===== src/rtl/button_event_controller.sv =====
`default_nettype none
// ============================================================================
// Module   : button_event_controller
// Purpose  : Keypad front end. Synchronises and debounces NUM_BUTTONS raw
//            buttons, decodes a single debounced press into code index+1 and
//            emits it to register REG_ADDR as registered one-cycle write
//            strobes, with optional auto-repeat while the button is held.
// Ports    : clock        - system clock, all logic on posedge
//            resetn       - asynchronous active-low reset
//            buttons      - raw asynchronous button levels, active high
//            ctrlWriteReg - constant register index REG_ADDR[4:0]
//            writeReg     - button code (i+1 for bit i), 0 when idle/invalid
//            wren         - one-cycle registered write strobe
//            state_dbg    - current FSM state encoding
// Revision : 1.0 - initial release
// ============================================================================
module button_event_controller #(
  parameter int NUM_BUTTONS     = 9,
  parameter int DEBOUNCE_CYCLES = 16,
  parameter int REG_ADDR        = 2,
  parameter int REPEAT_EN       = 0,
  parameter int REPEAT_DELAY    = 1000,
  parameter int REPEAT_PERIOD   = 250
) (
  input  logic                   clock,
  input  logic                   resetn,
  input  logic [NUM_BUTTONS-1:0] buttons,
  output logic [4:0]             ctrlWriteReg,
  output logic [31:0]            writeReg,
  output logic                   wren,
  output logic [1:0]             state_dbg
);

  localparam int C_CNT_W   = $clog2(DEBOUNCE_CYCLES + 1);
  localparam int C_RPT_MAX = (REPEAT_DELAY > REPEAT_PERIOD) ? REPEAT_DELAY : REPEAT_PERIOD;
  localparam int C_RPT_W   = $clog2(C_RPT_MAX + 1);

  localparam logic [C_CNT_W-1:0]     C_CNT_LAST    = C_CNT_W'(DEBOUNCE_CYCLES - 1);
  localparam logic [C_CNT_W-1:0]     C_CNT_ONE     = C_CNT_W'(1);
  localparam logic [C_RPT_W-1:0]     C_RPT_DELAY   = C_RPT_W'(REPEAT_DELAY - 1);
  localparam logic [C_RPT_W-1:0]     C_RPT_PERIOD  = C_RPT_W'(REPEAT_PERIOD - 1);
  localparam logic [C_RPT_W-1:0]     C_RPT_ONE     = C_RPT_W'(1);
  localparam logic [NUM_BUTTONS-1:0] C_BTN_ONE     = NUM_BUTTONS'(1);

  localparam logic [1:0] C_ST_IDLE    = 2'd0;
  localparam logic [1:0] C_ST_HELD    = 2'd1;
  localparam logic [1:0] C_ST_LOCKOUT = 2'd2;

  // --------------------------------------------------------------------------
  // Synchroniser and debounce state
  // --------------------------------------------------------------------------
  logic [NUM_BUTTONS-1:0] sync1_q, sync1_d;
  logic [NUM_BUTTONS-1:0] sync2_q, sync2_d;
  logic [NUM_BUTTONS-1:0] stable_q, stable_d;
  logic [C_CNT_W-1:0]     cnt_q [NUM_BUTTONS];
  logic [C_CNT_W-1:0]     cnt_d [NUM_BUTTONS];

  always_comb begin
    sync1_d = buttons;
    sync2_d = sync1_q;
  end

  // A bit is accepted only after DEBOUNCE_CYCLES consecutive synchronised
  // samples that differ from the accepted level; any agreeing sample restarts
  // the count.
  always_comb begin
    stable_d = stable_q;
    for (int i = 0; i < NUM_BUTTONS; i++) begin
      cnt_d[i] = '0;
      if (sync2_q[i] != stable_q[i]) begin
        if (cnt_q[i] == C_CNT_LAST) begin
          stable_d[i] = sync2_q[i];
        end else begin
          cnt_d[i] = cnt_q[i] + C_CNT_ONE;
        end
      end
    end
  end

  // --------------------------------------------------------------------------
  // Decode of the debounced vector
  // --------------------------------------------------------------------------
  logic        w_any;
  logic        w_onehot;
  logic        w_multi;
  logic [31:0] w_code;

  always_comb begin
    w_any    = |stable_q;
    // x & (x-1) clears the lowest set bit; zero result means at most one bit
    w_onehot = w_any && ((stable_q & (stable_q - C_BTN_ONE)) == '0);
    w_multi  = w_any && !w_onehot;
    w_code   = '0;
    for (int i = 0; i < NUM_BUTTONS; i++) begin
      if (stable_q[i]) begin
        w_code = 32'(i + 1);
      end
    end
  end

  // --------------------------------------------------------------------------
  // FSM: state register / next-state / outputs
  // --------------------------------------------------------------------------
  logic [1:0]         state_q, state_d;
  logic [31:0]        write_q, write_d;
  logic               wren_q, wren_d;
  logic [C_RPT_W-1:0] rpt_q, rpt_d;

  always_ff @(posedge clock or negedge resetn) begin
    if (!resetn) begin
      state_q <= C_ST_IDLE;
    end else begin
      state_q <= state_d;
    end
  end

  always_comb begin
    state_d = state_q;
    case (state_q)
      C_ST_IDLE: begin
        if (w_onehot) begin
          state_d = C_ST_HELD;
        end else if (w_multi) begin
          state_d = C_ST_LOCKOUT;
        end
      end
      C_ST_HELD: begin
        if (!w_any) begin
          state_d = C_ST_IDLE;
        end else if (w_multi) begin
          state_d = C_ST_LOCKOUT;
        end
      end
      C_ST_LOCKOUT: begin
        // A leftover single button must be released before new presses count
        if (!w_any) begin
          state_d = C_ST_IDLE;
        end
      end
      default: state_d = C_ST_IDLE;
    endcase
  end

  always_comb begin
    wren_d  = 1'b0;
    write_d = write_q;
    rpt_d   = rpt_q;
    case (state_q)
      C_ST_IDLE: begin
        if (w_onehot) begin
          wren_d  = 1'b1;
          write_d = w_code;
          rpt_d   = C_RPT_DELAY;
        end else begin
          write_d = '0;
        end
      end
      C_ST_HELD: begin
        if (!w_any || w_multi) begin
          write_d = '0;
        end else if (w_code != write_q) begin
          // One button released and another accepted on the same edge
          wren_d  = 1'b1;
          write_d = w_code;
          rpt_d   = C_RPT_DELAY;
        end else if (REPEAT_EN != 0) begin
          if (rpt_q == '0) begin
            wren_d = 1'b1;
            rpt_d  = C_RPT_PERIOD;
          end else begin
            rpt_d = rpt_q - C_RPT_ONE;
          end
        end
      end
      default: begin
        write_d = '0;
      end
    endcase
  end

  // --------------------------------------------------------------------------
  // Datapath registers
  // --------------------------------------------------------------------------
  always_ff @(posedge clock or negedge resetn) begin
    if (!resetn) begin
      sync1_q  <= '0;
      sync2_q  <= '0;
      stable_q <= '0;
      for (int i = 0; i < NUM_BUTTONS; i++) begin
        cnt_q[i] <= '0;
      end
      write_q  <= '0;
      wren_q   <= 1'b0;
      rpt_q    <= '0;
    end else begin
      sync1_q  <= sync1_d;
      sync2_q  <= sync2_d;
      stable_q <= stable_d;
      for (int i = 0; i < NUM_BUTTONS; i++) begin
        cnt_q[i] <= cnt_d[i];
      end
      write_q  <= write_d;
      wren_q   <= wren_d;
      rpt_q    <= rpt_d;
    end
  end

  assign ctrlWriteReg = 5'(REG_ADDR);
  assign writeReg     = write_q;
  assign wren         = wren_q;
  assign state_dbg    = state_q;

endmodule
`default_nettype wire


===== config.mk =====
export PLATFORM = sky130hd
export DESIGN_NAME = button_event_controller
export DESIGN_NICKNAME = d
export VERILOG_FILES = /design/src/rtl/button_event_controller.sv
export SDC_FILE = /design/constraint.sdc
export NUM_CORES = 1
export LEC_CHECK = 0
export CORE_MARGIN = 2
export CORE_UTILIZATION = 45
export CTS_CLUSTER_SIZE = 30
export DETAILED_ROUTE_END_ITERATION = 7
export PLACE_DENSITY = 0.69
export SLEW_MARGIN = 15
export SYNTH_ARGS = -nofsm -noshare
export SYNTH_HDL_FRONTEND = slang
export SYNTH_SLANG_ARGS = --single-unit

===== constraint.sdc =====
create_clock -name clock -period 1.83 [get_ports clock]
set_clock_uncertainty 0.05 [all_clocks]
set_input_delay 0.366 -clock clock [delete_from_list [all_inputs] [get_ports clock]]
set_output_delay 0.366 -clock clock [all_outputs]
set_load 0.01 [all_outputs]

==> metrics.txt, run 1 <==
outcome finished clean; most common cell after layout, fill and taps aside dfrtp_1; most frequent cells in the layout dfrtp_1 (74), nor2_1 (39), conb_1 (33), xor2_1 (27), nand3_1 (20); Worst path max stage delay 0.57 ns; sequential power share 56.3%; root buffer cell clkbuf_8; Psw ~0.75 mW; FMAX 0.555 GHz; Clock Pin Slew Worst Setup and Hold Paths 0.08 ns; Leak 1.96 nW; clock net sink count 79; M1 GR Usage between 10% and 20%; die span in x between 90 and 100 um; met2 GRT Util 20.8%; DRT Pass-1 Iters 4; max cap viols 0; die height 92.1 um; Top FF cell, synth dfrtp_1; Post-Syn Instances slightly above 300; Critical-path top delay cell or4_4; crit-path cells or4_4 -> o31a_1 -> o32ai_2 -> a41oi_1; number of remaining DRC errors 0; total die area 8480 sq um; IO Port Bufs 17; crit path launch type flop; clock latency at the later pin of the worst-skew pair 0.34 ns; cell area after synthesis 3490 sq um; Ys Warns 0; Mean Syn Cell Area 11.5 sq um; total number of vias 2025; Final setup viols 0; CTS tree yes; CP Capture Type flop; Worst Path Max Fanout 5; Final Non-Filler Cells ~440; P per Cell Area between 800 and 900 nW/um^2; total gr overflow 0; number of enable flip-flop cells after synthesis 0; crit path kind flop to flop; All-Layer GR Usage a little over an eighth; RSZ-0062 raised after global routing yes; fillcell total approximately 700; Clk network pwr share 38.0%; internal power 2.55 mW; Fin. Hold Viols 0; WL/cell 11.6 um; post-synthesis sequential area ratio 56.6%; Sw Ratio 22.7%; critical path arrival approximately 2 ns; Slew Viols, Final 0; row cnt 32; layout cell share with drive strength beyond 1 14.3%; DP Area 3650 sq um; nets@finish around 350; CTS buffer count 9; Starting Density 45.9%; Synth Register Bits 79; GRT Max-Usage Layer met2; final instance area 3890 sq um; Antenna Nets Post-Route 0; DP Wirelength ~3500 um; met3 Use GR 4.44%; first-pass GRT wire length 9190 um; initial DRC count between 80 and 90; maximum vdd drop between 0.7 and 0.8 mV; total core area 7610 sq um; initial antenna violation count 0; combinational fraction of design power 5.7%; GPL Wtd Cong 0.811; Post-Route WL 5070 um; ant diodes 0; Worst Path Required 1.98 ns; worst-case clock buffer depth 2; asr flop ratio synth 100%; synth-to-layout area growth 11.5%; vias in the first global route 2022; Yosys cell types 40; Top Ports about 50; minimum clock period after layout around 1.8 ns; H-tree lvl count 3; period utilization a little over nine tenths; pin count of the biggest net entering global routing 80; Vias/cell 4.62; Worst Hold Class flop to flop; placed cells 420
## power by group through the flow
stage / Combinational [mW] / Clock [mW] / Sequential, mW
finish: 0.189 / 1.25 / 1.86
CTS: 0.194 / 1.31 / 1.86
detailed placement: 0.191 / 0 / 1.89
global route: 0.223 / 1.38 / 1.87
floorplan: 0.165 / 0 / 1.88
global placement: 0.186 / 0 / 1.89
## state kept, by name, indices dropped and copies added (netlist names)
signal	count
sync1_q	9
cnt_q	45
state_dbg	2
sync2_q	9
wren	1
stable_q	9
writeReg	4
## Yosys cell counts (2+ instances only)
| master | n | share of area [%] |
|---|---|---|
| a21oi_1 | 2 | 0.29 |
| a221oi_1 | 2 | 0.50 |
| and2_1 | 14 | 2.5 |
| and3_1 | 9 | 1.6 |
| buf_4 | 34 | 7.3 |
| buf_6 | 3 | 0.97 |
| conb_1 | 2 | 0.21 |
| dfrtp_1 | 79 | 57 |
| ha_1 | 9 | 3.2 |
| inv_1 | 7 | 0.75 |
| mux2_2 | 7 | 2.3 |
| nand2_1 | 5 | 0.54 |
| nand3_1 | 20 | 2.9 |
| nor2_1 | 39 | 4.2 |
| nor2b_1 | 2 | 0.36 |
| nor3_1 | 3 | 0.43 |
| o21ai_0 | 14 | 2.0 |
| o31ai_1 | 2 | 0.43 |
| or2_2 | 3 | 0.54 |
| xnor2_1 | 2 | 0.50 |
| xor2_1 | 27 | 6.8 |
## through the flow
step	setup WS (ns)	power (mW)	utilization [%]	hold slack (ns)	TNS, ns
6_report	0.0279	3.30	51.2	0.295	0
5_1_grt	-0.0192	3.48	51.2	0.300	-0.0192
4_1_cts	0.00497	3.37	50.9	0.296	0
3_5_place_dp	-0.00300	2.08	48.0	0.285	-0.00300
3_3_place_gp	0.0675	2.08	48.0	0.283	0
2_1_floorplan	0.0682	2.05	-	0.0204	0
## final timing paths
check                                 start           to  slack [ns]  cells after the start
min in group asynchronous            resetn    cnt_q[36]        0.50                      3
worst max register to register  stable_q[5]         wren        0.03                      4
worst min-delay path             sync1_q[0]   sync2_q[0]        0.29                      0
worst max-delay path            stable_q[5]         wren        0.03                      4
worst min register to register   sync1_q[0]   sync2_q[0]        0.29                      0
max in group asynchronous            resetn  stable_q[5]        0.86                      3
## critical path, delay by kind of cell (launching register included)
kind	cells	cell delay, ns
simple gates	1	0.57
compound gates	3	0.60
flops	1	0.44
## final cells by class
type | instances | area (sq um) | area share [%]
Sequential cell | 79 | 1980 | 50.9
Multi-Input combinational cell | 209 | 1320 | 33.8
Inverter | 7 | 26.3 | 0.675
Tap cell | 102 | 128 | 3.28
Clock inverter | 5 | 57.6 | 1.48
Timing Repair Buffer | 25 | 243 | 6.23
Clock buffer | 11 | 141 | 3.63
## layer usage
layer	wire length (um)	part of all wire, %	vias to the layer above
met4	146	2.9	0
met3	236	4.7	14
met5	0	0	-
met1	2230	44	972
met2	2450	48	44
li1	-	-	995
## kinds of logic (layout without fill, tap and decap cells)
family	after synthesis	in the layout	share of synthesized area (%)
AOI/OAI and AO/OA	30	30	6.09
xor gates and xnor gates	29	29	7.27
adders and majority gates	10	10	3.51
buffers and inverters	47	48	9.71
DFF	79	79	56.6
muxes	7	7	2.26
other	2	33	0.215
and+or+nand+nor	100	100	14.4
## repair_timing
action                                  4_1_cts  5_1_grt
hold buffers                                  1        0
buffers inserted                              0        1
pin swaps                                     0        3
resized for setup                             2        7
endpoints found under the setup margin        2        5
endpoints found under the hold margin        79        0
No activity file was read; power rests on OpenSTA's default activity.
==> run 2, diff against run 1 <==
Settings changed: CTS_CLUSTER_SIZE 30 to 24.
==> results of run 2 <==
No change in the layout: final DEF, timing and power equal those of run 1.
